File: src/rtl/centroid_tracker.sv
// centroid_tracker: per-channel pixel count, coordinate sums and bounding box over one frame of masked pixels.
// On calculate, each channel's centroid comes out of one shared restoring divider, one result per channel.
// A found channel takes 2+(X_W+CNT_W)+(Y_W+CNT_W) cycles from CHECK to res_valid; a not-found channel takes 1.
module centroid_tracker #(
  parameter int NUM_CH     = 2,
  parameter int X_W        = 11,
  parameter int Y_W        = 10,
  parameter int CNT_W      = 20,
  parameter int MIN_PIXELS = 1,
  localparam int CH_W      = (NUM_CH > 1) ? $clog2(NUM_CH) : 1
) (
  input  logic              clk,
  input  logic              rst,
  input  logic [X_W-1:0]    pixel_x,
  input  logic [Y_W-1:0]    pixel_y,
  input  logic              pixel_valid,
  input  logic [NUM_CH-1:0] pixel_mask,
  input  logic              calculate,
  output logic              busy,
  output logic              res_valid,
  output logic [CH_W-1:0]   res_ch,
  output logic              res_found,
  output logic [X_W-1:0]    res_x,
  output logic [Y_W-1:0]    res_y,
  output logic [CNT_W-1:0]  res_count,
  output logic [X_W-1:0]    res_min_x,
  output logic [X_W-1:0]    res_max_x,
  output logic [Y_W-1:0]    res_min_y,
  output logic [Y_W-1:0]    res_max_y,
  output logic              res_ovf,
  output logic              done
);

  localparam int SX_W = X_W + CNT_W;
  localparam int SY_W = Y_W + CNT_W;
  localparam int DW   = (SX_W > SY_W) ? SX_W : SY_W;
  localparam int BC_W = $clog2(DW + 1);
  localparam logic [CNT_W-1:0] CNT_MAX = '1;
  localparam logic [CNT_W-1:0] MIN_CNT = CNT_W'(MIN_PIXELS);
  localparam logic [CH_W-1:0]  LAST_CH = CH_W'(NUM_CH - 1);

  typedef enum logic [2:0] {
    S_ACCUM, S_CHECK, S_DIV_X, S_DIV_Y, S_DIV_END, S_OUT, S_FIN
  } state_t;

  state_t state, state_nxt;

  // per-channel frame accumulators
  logic [CNT_W-1:0] cnt   [NUM_CH];
  logic [SX_W-1:0]  sum_x [NUM_CH];
  logic [SY_W-1:0]  sum_y [NUM_CH];
  logic [X_W-1:0]   min_x [NUM_CH];
  logic [X_W-1:0]   max_x [NUM_CH];
  logic [Y_W-1:0]   min_y [NUM_CH];
  logic [Y_W-1:0]   max_y [NUM_CH];
  logic             ovf   [NUM_CH];

  // channel under calculation and shared divider state
  logic [CH_W-1:0]  ch;
  logic [DW-1:0]    dvd, dvd_nxt;
  logic [CNT_W-1:0] rem, rem_nxt;
  logic [CNT_W:0]   trial;
  logic             ge;
  logic [BC_W-1:0]  bcnt;
  logic [X_W-1:0]   qx;
  logic             not_found;
  logic             res_load;

  logic [CNT_W-1:0] cur_cnt;
  logic [SX_W-1:0]  cur_sx;
  logic [SY_W-1:0]  cur_sy;
  logic             cur_ovf;

  assign cur_cnt = cnt[ch];
  assign cur_sx  = sum_x[ch];
  assign cur_sy  = sum_y[ch];
  assign cur_ovf = ovf[ch];

  // channel qualifies for division only with enough pixels and a trustworthy (unsaturated) count
  always_comb begin
    not_found = (cur_cnt < MIN_CNT) || cur_ovf;
    res_load  = ((state == S_CHECK) && not_found) || (state == S_DIV_END);
  end

  // one restoring-division step: shift the next dividend bit into the remainder, subtract if it fits
  always_comb begin
    trial   = {rem, dvd[DW-1]};
    ge      = (trial >= {1'b0, cur_cnt});
    rem_nxt = ge ? (trial[CNT_W-1:0] - cur_cnt) : trial[CNT_W-1:0];
    dvd_nxt = {dvd[DW-2:0], ge};
  end

  // accumulate masked pixels while idle; a channel is cleared in the cycle its result is presented
  always_ff @(posedge clk) begin
    if (rst) begin
      for (int c = 0; c < NUM_CH; c++) begin
        cnt[c]   <= '0;
        sum_x[c] <= '0;
        sum_y[c] <= '0;
        min_x[c] <= '1;
        max_x[c] <= '0;
        min_y[c] <= '1;
        max_y[c] <= '0;
        ovf[c]   <= 1'b0;
      end
    end else begin
      for (int c = 0; c < NUM_CH; c++) begin
        if ((state == S_OUT) && (ch == CH_W'(c))) begin
          cnt[c]   <= '0;
          sum_x[c] <= '0;
          sum_y[c] <= '0;
          min_x[c] <= '1;
          max_x[c] <= '0;
          min_y[c] <= '1;
          max_y[c] <= '0;
          ovf[c]   <= 1'b0;
        end else if ((state == S_ACCUM) && pixel_valid && pixel_mask[c]) begin
          // a saturated channel freezes so its sums stay consistent with its count
          if (cnt[c] == CNT_MAX) begin
            ovf[c] <= 1'b1;
          end else begin
            cnt[c]   <= cnt[c] + CNT_W'(1);
            sum_x[c] <= sum_x[c] + SX_W'(pixel_x);
            sum_y[c] <= sum_y[c] + SY_W'(pixel_y);
            if (pixel_x < min_x[c]) min_x[c] <= pixel_x;
            if (pixel_x > max_x[c]) max_x[c] <= pixel_x;
            if (pixel_y < min_y[c]) min_y[c] <= pixel_y;
            if (pixel_y > max_y[c]) max_y[c] <= pixel_y;
          end
        end
      end
    end
  end

  // state register
  always_ff @(posedge clk) begin
    if (rst) state <= S_ACCUM;
    else     state <= state_nxt;
  end

  // next-state logic: walk channels in order, dividing only those that qualify
  always_comb begin
    state_nxt = state;
    case (state)
      S_ACCUM:   if (calculate) state_nxt = S_CHECK;
      S_CHECK:   state_nxt = not_found ? S_OUT : S_DIV_X;
      S_DIV_X:   if (bcnt == BC_W'(1)) state_nxt = S_DIV_Y;
      S_DIV_Y:   if (bcnt == BC_W'(1)) state_nxt = S_DIV_END;
      S_DIV_END: state_nxt = S_OUT;
      S_OUT:     state_nxt = (ch == LAST_CH) ? S_FIN : S_CHECK;
      S_FIN:     state_nxt = S_ACCUM;
      default:   state_nxt = S_ACCUM;
    endcase
  end

  // outputs decoded from state; result data are registered separately and held
  always_comb begin
    busy      = (state != S_ACCUM) && (state != S_FIN);
    res_valid = (state == S_OUT);
    done      = (state == S_FIN);
  end

  // divider sequencing, channel index and result registers
  always_ff @(posedge clk) begin
    if (rst) begin
      ch        <= '0;
      dvd       <= '0;
      rem       <= '0;
      bcnt      <= '0;
      qx        <= '0;
      res_ch    <= '0;
      res_found <= 1'b0;
      res_x     <= '0;
      res_y     <= '0;
      res_count <= '0;
      res_min_x <= '0;
      res_max_x <= '0;
      res_min_y <= '0;
      res_max_y <= '0;
      res_ovf   <= 1'b0;
    end else begin
      case (state)
        S_ACCUM: if (calculate) ch <= '0;
        S_CHECK: begin
          // dividend left-aligned so the quotient accumulates in the low bits
          dvd  <= DW'(cur_sx) << (DW - SX_W);
          rem  <= '0;
          bcnt <= BC_W'(SX_W);
        end
        S_DIV_X: begin
          if (bcnt == BC_W'(1)) begin
            qx   <= dvd_nxt[X_W-1:0];
            dvd  <= DW'(cur_sy) << (DW - SY_W);
            rem  <= '0;
            bcnt <= BC_W'(SY_W);
          end else begin
            dvd  <= dvd_nxt;
            rem  <= rem_nxt;
            bcnt <= bcnt - BC_W'(1);
          end
        end
        S_DIV_Y: begin
          dvd  <= dvd_nxt;
          rem  <= rem_nxt;
          bcnt <= bcnt - BC_W'(1);
        end
        S_OUT:   ch <= ch + CH_W'(1);
        default: ;
      endcase

      if (res_load) begin
        res_ch    <= ch;
        res_found <= (state == S_DIV_END);
        res_x     <= (state == S_DIV_END) ? qx : '0;
        res_y     <= (state == S_DIV_END) ? dvd[Y_W-1:0] : '0;
        res_count <= cur_cnt;
        res_min_x <= min_x[ch];
        res_max_x <= max_x[ch];
        res_min_y <= min_y[ch];
        res_max_y <= max_y[ch];
        res_ovf   <= cur_ovf;
      end
    end
  end

endmodule

File: config.mk
export PLATFORM = sky130hd
export DESIGN_NAME = centroid_tracker
export DESIGN_NICKNAME = d
export VERILOG_FILES = /design/src/rtl/centroid_tracker.sv
export SDC_FILE = /design/constraint.sdc
export NUM_CORES = 1
export LEC_CHECK = 0
export CAP_MARGIN = 20
export CORE_MARGIN = 4
export CORE_UTILIZATION = 40
export CTS_BUF_LIST = sky130_fd_sc_hd__clkbuf_8
export CTS_CLUSTER_DIAMETER = 120
export DETAILED_ROUTE_END_ITERATION = 12
export SYNTH_ARGS = -nofsm -noshare
export SYNTH_HDL_FRONTEND = slang
export SYNTH_SLANG_ARGS = --single-unit
File: constraint.sdc
create_clock -name clk -period 8.8 [get_ports clk]
set_clock_uncertainty 0.15 [all_clocks]
set_input_delay 0.88 -clock clk [delete_from_list [all_inputs] [get_ports clk]]
set_output_delay 0.88 -clock clk [all_outputs]
set_load 0.005 [all_outputs]
==> Word level (Yosys, flattened, before mapping) <==
Memories as Yosys holds them, arrays and structs flattened. A register that Yosys moved wholly into a read port is not among the register bits.
Index checks and enable logic that the tools add are counted.
{ "classes": {"reduce_logical": 16, "magnitude_cmp": 10, "bitwise": 33, "muxes": 133, "add_sub_neg": 9, "eq_ne": 13} }
{ "op_table": {"columns": ["op", "count"], "rows": [
  ["$mux W31", 5],
  ["$mux W20", 6],
  ["$mux W30", 4],
  ["$mux W11", 9],
  ["$pmux W31 S3", 1],
  ["$mux W10", 9],
  ["$mux W1", 89],
  ["$add A31 B11 Y31", 2],
  ["$add A30 B10 Y30", 2],
  ["$pmux W20 S3", 1],
  ["$add A20 B1 Y20 const B", 2],
  ["$eq A20 B20 Y1 const B", 2],
  ["$or A1 B1 Y1", 32],
  ["$gt A11 B11 Y1", 2],
  ["$lt A11 B11 Y1", 2],
  ["$ge A21 B20 Y1", 1],
  ["$gt A10 B10 Y1", 2],
  ["$lt A10 B10 Y1", 2],
  ["$lt A20 B1 Y1 const B", 1],
  ["$sub A20 B20 Y20", 1],
  ["$pmux W3 S6", 1],
  ["$mux W3", 5],
  ["$pmux W5 S3", 1],
  ["$eq A3 B3 Y1 const B", 3],
  ["other kinds (17)", 29]
]} }
{ "word_totals": {"elab_cells": 234, "input_bits": 27, "ram_bits": 248, "mem_count": 8, "regBits": 115} }
{ "mem_list": {"columns": ["name", "depth", "word_bits", "rd", "rd_clocked_by_memory_dff", "write_ports", "line_no", "rtl"], "rows": [
  ["sum_x", 2, 31, 3, 1, 2, "50", "logic [SX_W-1:0] sum_x [NUM_CH];"],
  ["sum_y", 2, 30, 3, 1, 2, "51", "logic [SY_W-1:0] sum_y [NUM_CH];"],
  ["cnt", 2, 20, 3, 1, 2, "49", "logic [CNT_W-1:0] cnt [NUM_CH];"],
  ["max_x", 2, 11, 3, 1, 2, "53", "logic [X_W-1:0] max_x [NUM_CH];"],
  ["min_x", 2, 11, 3, 1, 2, "52", "logic [X_W-1:0] min_x [NUM_CH];"],
  ["max_y", 2, 10, 3, 1, 2, "55", "logic [Y_W-1:0] max_y [NUM_CH];"],
  ["2 more memories", null, null, null, null, null, null, null]
]} }

==> Longest topological paths before layout <==
Gate-level depths: netlist of run 1.
{ "logic_depth": {"ltp_word": 8, "ltp_mapped": 15, "depth_no_buf": 10} }

==> Worst setup path after synthesis of run 1 <==
No wires, ideal clock.
{ "synth_timing": {"kind": "input-to-reg", "from": "input port rst", "to": "memory cnt[0][0] (enable)", "t_required_ns": 8.208, "slack_ns": 4.500, "stages": 7, "t_arrival_ns": 3.709, "n_path_buf": 3, "path_cell_list": "a31oi_2 -> nand3_1 -> nand2b_1 -> clkbuf_1 -> buf_2 -> buf_2 -> nand2_1"} }
{ "synth_rtl": {"columns": ["item", "line_no", "rtl"], "rows": [
  ["from (decl)", "13", "input logic rst,"],
  ["to (decl)", "49", null]
]} }

==> Worst setup path in the final report of run 1 <==
{ "layout_timing": {"from": "register state[1]", "to": "output port busy"} }
{ "layout_between": {"elab_chain_cells": 2} }
{ "layout_lines": {"columns": ["item", "line_no", "rtl"], "rows": [
  ["from (decl)", "46", "state_t state, state_nxt;"],
  ["from (signal assigned)", "138", "else state <= state_nxt;"],
  ["$ne A3 B3 Y1 / $reduce_bool A3 Y1 (equally long branches)", "158", "busy = (state != S_ACCUM) && (state != S_FIN);"],
  ["$logic_and A1 B1 Y1 (*)", "158", null],
  ["to (decl)", "19", "output logic busy,"]
]} }
Mark *: on every way between the ends. The rest lies on a longest branch, timed or not.

==> results of run 1 <==
==> layout by cell type (no fill, tap or decap), types with 24 or more instances in the layout <==
cell,synthesis,routed
sky130_fd_sc_hd__nand2_1,119,116
sky130_fd_sc_hd__xnor2_1,57,57
sky130_fd_sc_hd__nor3_1,58,57
sky130_fd_sc_hd__a21o_1,35,35
sky130_fd_sc_hd__mux2_2,25,25
sky130_fd_sc_hd__a211oi_2,58,58
sky130_fd_sc_hd__nand4_1,46,46
sky130_fd_sc_hd__o211ai_1,25,25
sky130_fd_sc_hd__a21oi_1,177,176
sky130_fd_sc_hd__and3_1,27,27
sky130_fd_sc_hd__nor4_1,31,30
sky130_fd_sc_hd__xor2_1,63,63
sky130_fd_sc_hd__clkbuf_8,0,90
sky130_fd_sc_hd__edfxtp_1,247,247
sky130_fd_sc_hd__buf_4,7,31
sky130_fd_sc_hd__a221oi_1,24,24
sky130_fd_sc_hd__inv_1,130,163
sky130_fd_sc_hd__a211oi_1,53,53
sky130_fd_sc_hd__o21ai_0,83,82
sky130_fd_sc_hd__mux2i_1,99,99
sky130_fd_sc_hd__and2_1,39,39
sky130_fd_sc_hd__nand3_1,75,75
sky130_fd_sc_hd__clkdlybuf4s50_1,0,114
sky130_fd_sc_hd__o21a_1,34,34
sky130_fd_sc_hd__nor2_1,234,233
sky130_fd_sc_hd__ha_1,146,146
sky130_fd_sc_hd__dfxtp_1,159,157
==> cells by family (layout without fill, tap and decap cells) <==
group | count (synthesis) | in the layout
AO/OA/AOI/OAI | 624 | 624
XOR/XNOR | 120 | 120
adder cells (fa/ha/maj) | 151 | 151
buffers and inverters | 267 | 422
flip-flops | 406 | 406
multiplexers | 124 | 124
other | 0 | 1
AND/OR/NAND/NOR | 743 | 743
==> metrics by stage <==
stage | hold slack, ns | instance area (sq um)
5_1_grt | 0.338 | 27500
3_3_place_gp | 0.301 | 26000
3_5_place_dp | 0.306 | 26000
6_report | 0.312 | 27500
2_1_floorplan | 0.285 | 24200
4_1_cts | 0.314 | 27400
==> state kept, by name (all words and copies together), names as in the netlist, 2 cells and up, named ones only <==
signal / count
bcnt: 5
rem: 20
min_x: 22
max_x: 22
res_y: 10
sum_y: 60
res_max_y: 10
qx: 11
cnt: 40
res_min_y: 10
res_x: 11
res_min_x: 11
sum_x: 62
ovf: 2
state: 3
dvd: 31
max_y: 20
res_count: 20
min_y: 20
res_max_x: 11
==> layer usage <==
layer | GRT usage | share of wire | vias up
li1 | - | - | 9291
met3 | 0.0423 | 0.062 | 144
met2 | 0.342 | 0.46 | 589
met4 | 0.0757 | 0.035 | 0
met5 | 0 | 0 | -
met1 | 0.281 | 0.44 | 9481
==> power groups by stage <==
stage                     registers (mW)  logic, mW  clock network, mW
final                               2.32      0.902               1.77
after global routing                2.33      0.998               1.90
after CTS                           2.31      0.895               1.81
after detailed placement            2.35      0.890                  0
after global placement              2.35      0.870                  0
after floorplan                     2.29      0.621                  0
==> critical path, stage by stage (launching register included) <==
cell and delay (ns):
sky130_fd_sc_hd__dfxtp_1 0.82, sky130_fd_sc_hd__inv_2 0.49, sky130_fd_sc_hd__buf_4 0.41, sky130_fd_sc_hd__nor2_1 0.15, sky130_fd_sc_hd__buf_4 0.27, sky130_fd_sc_hd__or3_1 0.19
sky130_fd_sc_hd__clkdlybuf4s50_1 0.51
==> worst max-delay path by stage <==
stage / endpoint / from
floorplan: cnt[0][0]$_SDFFCE_PN0P_ / rst
global placement: min_y[0][6]$_SDFFCE_PN1P_ / rst
detailed placement: min_y[0][6]$_SDFFCE_PN1P_ / rst
CTS: min_y[0][2]$_SDFFCE_PN1P_ / state[1]$_SDFFE_PP0P_
global route: busy / state[1]$_SDFFE_PP0P_
finish: busy / state[1]$_SDFFE_PP0P_
==> cell type report <==
type                            instances  share of cell area
Clock inverter                         50             0.00778
Sequential cell                       406               0.386
Inverter                              133              0.0181
Antenna cell                            1           0.0000910
Timing Repair Buffer                  149              0.0520
Tap cell                              773              0.0352
Clock buffer                           90              0.0450
Multi-Input combinational cell       1762               0.456
==> out/metrics.sh, run 1 <==
STATUS='finished, final reports clean'
DP_SLACK_NS=3.65
STD_CELL_ROWS=89
FINALPOWER_mW=4.98
CP.REQUIRED_NS=7.77
ROUTED_VIA_DENSITY=5.80
PLACEABLE_AREA_SQ_UM=59500
PWR_DENSITY_CELL_nW_PER_UM2=181
SYNTH_ENABLE_FLOP_CELLS=247
SYNTHSIMPLEGATEAREAFRAC=0.154
ANT_NETS=0
POST-ROUTE-PERIOD-UTIL=0.520
MAX_CAP_VIOL_COUNT=0
DR.FIRST_ITER.DRC_COUNT=1402
PLACEMENT.IO_BUFFERS=115
HOLDCRITSTARTPOINT='qx[7]$_SDFFE_PP0P_'
SYNTHTOPCELLSBYAREA='sky130_fd_sc_hd__edfxtp_1 (31%), sky130_fd_sc_hd__dfxtp_1 (13%), sky130_fd_sc_hd__ha_1 (7.6%), sky130_fd_sc_hd__mux2i_1 (4.1%), sky130_fd_sc_hd__a21oi_1 (3.7%)'
REG2REG_TO='rem[10]$_SDFFE_PP0P_'
FINALSETUPVIOLCOUNT=0
FILLER_CELL_COUNT=5624
WORST_R2R_PATH_DEPTH=10
SEQ_TOTAL_AREA_YOSYS=0.438
DRT_DRC_VIOLATIONS_LEFT=0
DRIVE_ABOVE_1_SHARE=0.102
PWR-SHARE-COMB=0.181
DESIGN.FINAL.NETS=2706
FP.DIEAREA_SQ_UM=64500
SYNTHESIS.AREA_PER_INSTANCE_SQ_UM=9.93
SYNTH-XOR-AREA-SHARE=0.0435
P_SW_mW=1.53
NETLIST.AREA_LEADER.SHARE=0.307
YS_FF_LATCH=406
TIMING.CRITICAL_PATH.ARRIVAL_NS=3.55
TIGHTEST_SLEW_NS=1.09
CTS_INSERTED_BUFFERS=76
SHARE_CLK_OF_TOTAL_POWER=0.354
PLACE_INST=3217
GRT_PASS1_VIAS=19100
YOSYS.CELL_COUNT.TOP_TYPE='sky130_fd_sc_hd__edfxtp_1'
POST_ROUTE_INSTS_NO_FILL=3364
IR_WORST_VDD_uV=81.3
MIN_PATH_CELLS=2
SYNTH_COMPOUND_GATE_AREA_SHARE=0.186
PLACE_HPWL_MM=48.0
INTERNAL_POWER_mW=3.46
SYNTH.TOP_CELLS.BY_COUNT='sky130_fd_sc_hd__edfxtp_1 (247), sky130_fd_sc_hd__nor2_1 (234), sky130_fd_sc_hd__a21oi_1 (177), sky130_fd_sc_hd__dfxtp_1 (159), sky130_fd_sc_hd__ha_1 (146)'
CTSROOTBUFFERMASTER='sky130_fd_sc_hd__clkbuf_8'
MULTI_INPUT_AREA_SQ_UM=12600
SEQCELLAREA_SQ_UM=10600
CTS.SINKS=406
TIMING.CRITICAL_PATH.TO_TYPE='primary output'
POST_CTS.REPAIR.SETUP_BUFFERS=0
SYNTH-ASYNC-RESET-RATIO=0
SETUP_TOTAL_NEGATIVE_SLACK_NS=0
POSTSYNTHNETCOUNT=2613
SYNTHTOLAYOUTAREAGROWTH_PCT=13.7
GRT_ANTENNA_BEFORE_REPAIR=1
SWITCHING_SHARE=0.306
FMAX_MHz=218
FLOORPLAN.IO_PINS=116
SETUP.WORST_PATH.CLASS='reg -> out'
POSTCTSHOLDBUFS=0
REPORT.FINAL.SLEW_VIOL_COUNT=0
INITIAL_UTILIZATION=0.407
CHIPHEIGHT_UM=254
SYNTH_LARGEST_AREA_CELL='sky130_fd_sc_hd__edfxtp_1'
CP_MAX_FO=38
ADDER_CELL_SHARE_OF_THE_SYNTHESIZED_AREA=0.0797
POWER.SHARE.SEQUENTIAL=0.465
UNREPAIRED_SETUP_ENDPOINTS_AFTER_GLOBAL_ROUTING='no'
HOLD_VIOLATIONS=0
PLACE_CONGESTION=0.900
GRT.OVERFLOW.TOTAL=0
POST-ROUTE-WORST-SETUP-SLACK_NS=4.22
SYNTH.DISTINCT_CELLS=78
FINAL_PERIOD_MINUS_WORST_SETUP_SLACK_NS=4.58
TIMING.REG2REG.SETUP_SLACK_NS=4.33
SYNTH_TOP_FAMILY_BY_AREA='compound AO/OA/AOI/OAI gates'
FLOORPLAN.DIE.WIDTH_UM=254
VIAS=19500
CTSRESIZECOUNT=0
WIRELENGTH_MM=69.4
DRTPASS1ITERATIONS=7
GRT_MAX_DEGREE=87
CLKTRANSATPATHREGS_NS=0.06
POST_DRT_WL_PER_CELL_UM=20.6
SYNTHCELLS=2435
WORSTSETUPSTARTPOINTTYPE='register'
SYNTH.AREA.MUX_SHARE=0.0526
TIMING.HOLD.WORST_ENDPOINT='qx[7]$_SDFFE_PP0P_'
FIRST_PASS_GRT_WIRE_LENGTH_MM=108
POWER_LEAKAGE_nW=10.1
SYNTH-WARNING-COUNT=0
SLEW_HEADROOM=0.269
GRT_USAGE=0.211
CTS_HTREE_LEVELS=3
SYNTH_AREA_SQ_UM=24200
TRITONCTS='done'
HOLDCRITPATHCLASS='reg -> reg'
CLK_PATH_BUF_DEPTH=3
YS.FLOP_TYPE='sky130_fd_sc_hd__edfxtp_1'
CLOCK_INSERTION_DELAY_WORST_SKEW_NS=0.67
POST-ROUTE-UTIL=0.463
Note: power is estimated with default switching activity, not from simulation.
==> inputs of run 2 (changes only) <==
==> constraint.sdc (replaced) <==
create_clock -name clk -period 4.31 [get_ports clk]
set_clock_uncertainty 0.15 [all_clocks]
set_input_delay 0.431 -clock clk [delete_from_list [all_inputs] [get_ports clk]]
set_output_delay 0.431 -clock clk [all_outputs]
set_load 0.005 [all_outputs]
==> run 2 against run 1 <==
Net effect: wire length barely moved; cell count rose by 1.1%; core utilization rose by 0.76 points; critical path depth rose by 3; critical endpoint is now rem[2]$_SDFFE_PP0P_; non-clock buffer count rose by 38; combinational power rose by 110%; global-route usage barely moved; via count rose by 0.97%; final area rose by 1.6%.
==> out/metrics.sh, run 2 (synthesis results as in run 1) <==
STATUS='finished, final reports clean'
HOLD-WORST-SLACK_NS=0.303  # -0.00929 ns
VIAS=19700  # +0.97%
FINAL_PERIOD_MINUS_WORST_SETUP_SLACK_NS=3.67
SYNTHTOLAYOUTAREAGROWTH_PCT=15.6
MAX_CAP_VIOL_COUNT=0  # unchanged
CTSRESIZECOUNT=0  # unchanged
POST_ROUTE_INSTS_NO_FILL=3401  # +1.1%
CTS_HTREE_LEVELS=3  # unchanged
DRT_DRC_VIOLATIONS_LEFT=0  # unchanged
SLEW_HEADROOM=0.308  # +0.0386
CTSROOTBUFFERMASTER='sky130_fd_sc_hd__clkbuf_8'
CP_MAX_FO=26  # -32%
PLACE_CONGESTION=0.881  # -2.1%
CRITICAL_PATH.N_BUFFERS_INVERTERS=0  # -4
WORST-PATH-STAGES=9  # +3
GRT.OVERFLOW.TOTAL=0  # unchanged
PLACE_HPWL_MM=49.1  # +2.4%
WIRELENGTH_MM=69.4  # about the same
LAYOUT.CELLS.MOST_COMMON_LIST='sky130_fd_sc_hd__edfxtp_1 (247), sky130_fd_sc_hd__nor2_1 (233), sky130_fd_sc_hd__a21oi_1 (176)'
POST_DRT_WL_PER_CELL_UM=20.4  # -1.2%
GRT_ANTENNA_BEFORE_REPAIR=1  # unchanged
CHIPHEIGHT_UM=254  # unchanged
INITIAL_UTILIZATION=0.407  # unchanged
SLOWEST_DELAY_NS=0.60  # -0.22 ns
LAYOUT_TOP_REGISTERS='sum_x (62), sum_y (60), cnt (40)'
GRT_PASS1_VIAS=19100  # +0.27%
DESIGN.FINAL.NETS=2742  # +1.3%
CPMAXSTAGEDELAYCELL='sky130_fd_sc_hd__dfxtp_4'
MIN_PATH_CELLS=2  # unchanged
PWR_DENSITY_CELL_nW_PER_UM2=375  # +110%
ROUTED_VIA_DENSITY=5.79  # -0.13%
FINALSETUPVIOLCOUNT=0  # unchanged
FIRST_PASS_GRT_WIRE_LENGTH_MM=108  # -0.15%
CP.REQUIRED_NS=4.65  # -3.12 ns
CTS_INSERTED_BUFFERS=74  # -2.6%
DRIVE_ABOVE_1_SHARE=0.118  # +0.0158
LAYOUT_COMMONEST_CELL='sky130_fd_sc_hd__edfxtp_1'
TIMING.CRITICAL_PATH.ARRIVAL_NS=4.01  # +0.46 ns
PLACEABLE_AREA_SQ_UM=59500  # unchanged
REGISTER_WITH_THE_MOST_FLIP_FLOPS='sum_x'
POST_CTS.REPAIR.SETUP_BUFFERS=0  # unchanged
TIMING.REG2REG.SETUP_SLACK_NS=0.64  # -3.69 ns
GRT_MAX_DEGREE=65  # -25%
PLACEMENT.IO_BUFFERS=115  # unchanged
FMAX_MHz=272
IR_WORST_VDD_uV=221  # +170%
POST-ROUTE-WORST-SETUP-SLACK_NS=0.638  # -3.58 ns
PLACE_INST=3259  # +1.3%
GRT_USAGE=0.210  # -0.000469
DRTPASS1ITERATIONS=8  # +1
HOLD_VIOLATIONS=0  # unchanged
FLOORPLAN.IO_PINS=116  # unchanged
STD_CELL_ROWS=89  # unchanged
POWER_LEAKAGE_nW=10.3  # +2.0%
ANT_NETS=0  # unchanged
HOLDCRITPATHCLASS='reg -> reg'
FP.DIEAREA_SQ_UM=64500  # unchanged
WORST_PATH_MOST_REPEATED_CELL='sky130_fd_sc_hd__and3_1'
SETUP_TOTAL_NEGATIVE_SLACK_NS=0  # unchanged
TIMING.CRITICAL_PATH.TO_TYPE='register'
CLOCK_INSERTION_DELAY_WORST_SKEW_NS=0.66  # about the same
POSTCTSHOLDBUFS=1  # +1
DP_SLACK_NS=0.430  # -3.22 ns
TRITONCTS='done'
LARGEST_REGISTER_FF_COUNT=62  # unchanged
PATH_CELLS='mux2i_1 -> ha_1 -> and3_1 -> and3_1 -> a311oi_1 -> a31oi_1 -> or3_4 -> nor2_4 -> o311ai_0'
FLOORPLAN.DIE.WIDTH_UM=254  # unchanged
CLK_PATH_BUF_DEPTH=3  # unchanged
POST-ROUTE-PERIOD-UTIL=0.852
DR.FIRST_ITER.DRC_COUNT=1455  # +3.8%
REPORT.FINAL.SLEW_VIOL_COUNT=0  # unchanged
UNREPAIRED_SETUP_ENDPOINTS_AFTER_GLOBAL_ROUTING='no'
CP_TOP_DELAY_FAMILY='simple AND/OR/NAND/NOR gates'
TIGHTEST_SLEW_NS=1.04  # -0.0514 ns
SETUP.WORST_PATH.CLASS='reg -> reg'
WORST_R2R_PATH_DEPTH=9  # -1
CTS.SINKS=406  # unchanged
WORSTSETUPSTARTPOINTTYPE='register'
CLKTRANSATPATHREGS_NS=0.06  # about the same
-- run 2: power by group --
| group | switching, mW | leakage, nW | internal, mW |
|---|---|---|---|
| Clock | 1.74 | 0.888 | 2.16 |
| Sequential | 0.271 | 3.75 | 4.43 |
| Combinational | 1.14 | 5.63 | 0.758 |
| Total | 3.15 | 10.3 | 7.35 |
-- run 2: path summary, 6_finish.rpt --
kind | startpoint | end
max | register | rem[2]$_SDFFE_PP0P_
min | qx[4]$_SDFFE_PP0P_ | qx[4]$_SDFFE_PP0P_
max reg2reg | register | rem[2]$_SDFFE_PP0P_
min reg2reg | qx[4]$_SDFFE_PP0P_ | qx[4]$_SDFFE_PP0P_
-- run 2: per-layer routing --
metal  share of wire  global-route usage  wire length [um]
met1            0.46               0.293             31700
met2            0.47               0.344             32400
met3           0.054              0.0311              3770
met4           0.022              0.0571              1520
met5               0                   0                 0
-- run 2: final cells by class --
class,instances,area (sq um)
Antenna cell,3,7.51
Clock buffer,94,1290
Clock inverter,43,284
Fill cell,5574,31500
Inverter,133,499
Multi-Input combinational cell,1762,12500
Sequential cell,406,10600
Tap cell,773,967
Timing Repair Buffer,187,1760
-- run 2: per-stage QoR --
stage	total power, mW	util	area, sq um
final	10.5	0.470	28000
after global routing	11.0	0.470	28000
after CTS	10.6	0.470	27900
after detailed placement	6.66	0.443	26400
after global placement	6.61	0.443	26400
after floorplan	5.95	-	24200
-- run 2: worst min-delay path, stage by stage, from the launching register on --
cell and delay [ns]:
sky130_fd_sc_hd__dfxtp_1 0.31, sky130_fd_sc_hd__nand2_1 0.05, sky130_fd_sc_hd__a21oi_1 0.05
==> inputs of run 3 (changes only) <==
--- a/config.mk
+++ b/config.mk
@@ -6,11 +6,13 @@
 export NUM_CORES = 1
 export LEC_CHECK = 0
 export CAP_MARGIN = 20
+export CORE_ASPECT_RATIO = 1.5
 export CORE_MARGIN = 4
 export CORE_UTILIZATION = 40
 export CTS_BUF_LIST = sky130_fd_sc_hd__clkbuf_8
 export CTS_CLUSTER_DIAMETER = 120
 export DETAILED_ROUTE_END_ITERATION = 12
+export SETUP_SLACK_MARGIN = 0.4
 export SYNTH_ARGS = -nofsm -noshare
 export SYNTH_HDL_FRONTEND = slang
 export SYNTH_SLANG_ARGS = --single-unit
==> run 3 against run 2 <==
Net effect: first-iteration DRC count down 14%; setup slack got worse by 0.031 ns; via count down 0.37%; core utilization shrank 0.48 points; total power down 1.3%; clock power down 4%; combinational power barely moved; sequential cell count unchanged; final area shrank 0.11%; hold slack got worse by 0.029 ns; highest routed layer unchanged.
==> out/metrics.sh, run 3 (synthesis results as in run 1) <==
P_SW_mW=3.06  # -2.8%
POST_ROUTE_INSTS_NO_FILL=3401  # unchanged
ANT_NETS=0  # unchanged
WIRELENGTH_MM=71.7  # +3.4%
TIMING.CRITICAL_PATH.TO_TYPE='register'
SYNTHTOLAYOUTAREAGROWTH_PCT=15.5
FLOORPLAN.DIE.WIDTH_UM=209  # -18%
POSTCTSHOLDBUFS=0  # -1
INITIAL_UTILIZATION=0.403  # -0.00368
DRTPASS1ITERATIONS=6  # -2
DESIGN.FINAL.NETS=2742  # unchanged
SWITCHING_SHARE=0.296  # -0.00447
PLACEABLE_AREA_SQ_UM=60000  # +0.91%
TIMING.CRITICAL_PATH.ARRIVAL_NS=4.06  # +0.05 ns
ROUTED_VIA_DENSITY=5.77  # -0.37%
WORST_R2R_PATH_DEPTH=10  # +1
POST-ROUTE-PERIOD-UTIL=0.859  # +0.00729
FLOORPLAN.IO_PINS=116  # unchanged
CP_MAX_FO=25  # -3.8%
SLEW_HEADROOM=0.286  # -0.0215
FP.DIEAREA_SQ_UM=64500  # +0.13%
FMAX_MHz=270  # -0.85%
POWER.SHARE.SEQUENTIAL=0.455  # +0.007
UNREPAIRED_SETUP_ENDPOINTS_AFTER_GLOBAL_ROUTING='no'
PLACE_HPWL_MM=51.8  # +5.4%
INTERNAL_POWER_mW=7.29  # -0.71%
TIGHTEST_SLEW_NS=1.07  # +0.0323 ns
PLACEMENT.IO_BUFFERS=115  # unchanged
SLOWEST_DELAY_NS=0.61  # about the same
LAYOUT_TOP_REGISTERS='sum_x (62), sum_y (60), cnt (40)'
FIRST_PASS_GRT_WIRE_LENGTH_MM=112  # +3.8%
CPMAXSTAGEDELAYCELL='sky130_fd_sc_hd__dfxtp_4'
CTS_INSERTED_BUFFERS=69  # -6.8%
POST_CTS.REPAIR.SETUP_BUFFERS=0  # unchanged
SHARE_CLK_OF_TOTAL_POWER=0.360  # -0.011
POST_DRT_WL_PER_CELL_UM=21.1  # +3.4%
GRT_USAGE=0.216  # +0.00545
FINAL_PERIOD_MINUS_WORST_SETUP_SLACK_NS=3.70  # +0.0314 ns
LARGEST_REGISTER_FF_COUNT=62  # unchanged
CLK_PATH_BUF_DEPTH=3  # unchanged
CTS.SINKS=406  # unchanged
STD_CELL_ROWS=110  # +24%
SETUP_TOTAL_NEGATIVE_SLACK_NS=0  # unchanged
PWR_DENSITY_CELL_nW_PER_UM2=371  # -1.2%
GRT_PASS1_VIAS=20000  # +4.3%
LAYOUT_COMMONEST_CELL='sky130_fd_sc_hd__edfxtp_1'
MIN_PATH_CELLS=4  # +2
CTSROOTBUFFERMASTER='sky130_fd_sc_hd__clkbuf_8'
GRT_MAX_DEGREE=90  # +38%
CHIPHEIGHT_UM=309  # +22%
STATUS='finished, final reports clean'
REPORT.FINAL.SLEW_VIOL_COUNT=0  # unchanged
CP.REQUIRED_NS=4.67  # +0.02 ns
PWR-SHARE-COMB=0.185  # +0.004
PLACE_CONGESTION=0.916  # +4.0%
FINALSETUPVIOLCOUNT=0  # unchanged
HOLDCRITPATHCLASS='in -> reg'
CTS_HTREE_LEVELS=3  # unchanged
POWER_LEAKAGE_nW=10.2  # -0.17%
DR.FIRST_ITER.DRC_COUNT=1250  # -14%
PATH_CELLS='mux2_2 -> ha_1 -> fa_1 -> nor2b_1 -> o2111ai_1 -> a31oi_1 -> o21ai_0 -> xor2_1 -> a211oi_1 -> a311o_1'
GRT_ANTENNA_BEFORE_REPAIR=1  # unchanged
WORSTSETUPSTARTPOINTTYPE='register'
CTSRESIZECOUNT=0  # unchanged
SETUP.WORST_PATH.CLASS='reg -> reg'
GRT.OVERFLOW.TOTAL=0  # unchanged
HOLD_VIOLATIONS=0  # unchanged
DRIVE_ABOVE_1_SHARE=0.117  # -0.000360
IR_WORST_VDD_uV=212  # -4.0%
TRITONCTS='done'
CLKTRANSATPATHREGS_NS=0.07  # about the same
DRT_DRC_VIOLATIONS_LEFT=0  # unchanged
FINALPOWER_mW=10.4  # -1.3%
CLOCK_INSERTION_DELAY_WORST_SKEW_NS=0.62  # -0.04 ns
PLACE_INST=3277  # +0.55%
MAX_CAP_VIOL_COUNT=0  # unchanged
LAYOUT.CELLS.MOST_COMMON_LIST='sky130_fd_sc_hd__edfxtp_1 (247), sky130_fd_sc_hd__nor2_1 (233), sky130_fd_sc_hd__a21oi_1 (177)'
REGISTER_WITH_THE_MOST_FLIP_FLOPS='sum_x'
VIAS=19600  # -0.37%
FILLER_CELL_COUNT=5639  # +1.2%
## run 3: cell types whose count changed in the layout (fill, tap and decap cells not counted), moves of 2 or more
cell,delta
sky130_fd_sc_hd__buf_12,+3
sky130_fd_sc_hd__buf_4,+4
sky130_fd_sc_hd__clkbuf_8,-5
sky130_fd_sc_hd__clkinv_2,+4
sky130_fd_sc_hd__clkinvlp_4,-4
sky130_fd_sc_hd__diode_2,-2
sky130_fd_sc_hd__inv_1,-6
## run 3: final timing paths
check / from / endpoint / slack (ns)
setup / recovery: register / rem[14]$_SDFFE_PP0P_ / 0.61
setup reg to reg: register / rem[14]$_SDFFE_PP0P_ / 0.61
hold / removal: rst / ovf[1]$_DFF_P_ / 0.27
hold reg to reg: qx[2]$_SDFFE_PP0P_ / qx[2]$_SDFFE_PP0P_ / 0.31
## run 3: area by class of cell
cell class,instances,area (sq um),area share
Multi-Input combinational cell,1762,12500,0.449
Sequential cell,406,10600,0.380
Timing Repair Buffer,192,1830,0.0654
Clock buffer,89,1220,0.0439
Tap cell,784,981,0.0351
Inverter,133,499,0.0179
Clock inverter,34,249,0.00891
Antenna cell,1,2.50,0.0000896
## run 3: metrics by stage
step | setup slack, ns | hold slack (ns) | util | cell area [sq um]
after floorplan | 0.451 | 0.285 | - | 24200
after global placement | 0.525 | 0.294 | 0.441 | 26500
after detailed placement | 0.466 | 0.301 | 0.441 | 26500
after CTS | 0.614 | 0.236 | 0.465 | 27900
after global routing | 0.403 | 0.242 | 0.465 | 27900
final | 0.607 | 0.273 | 0.465 | 27900
## run 3: power by group through the flow
stage	clock [mW]	combinational (mW)	sequential (mW)
3_3_place_gp	0	1.87	4.77
6_report	3.73	1.92	4.71
4_1_cts	3.84	1.92	4.70
5_1_grt	4.01	2.11	4.74
2_1_floorplan	0	1.27	4.68
3_5_place_dp	0	1.91	4.78
## run 3: worst max-delay path: cells and delay by family (launching register included)
kind / cells / cell delay (ns)
AND/OR/NAND/NOR: 1 / 0.22
flip-flops: 1 / 0.61
multiplexers: 1 / 0.43
AO/OA/AOI/OAI: 5 / 1.30
adder cells (fa/ha/maj): 2 / 0.63
XOR/XNOR: 1 / 0.25
## run 3: per-layer routing
metal,vias to the layer above,part of all wire,GRT usage
li1,9363,-,-
met1,9569,0.40,0.252
met2,531,0.51,0.392
met3,159,0.046,0.0279
met4,0,0.047,0.102
met5,-,0,0
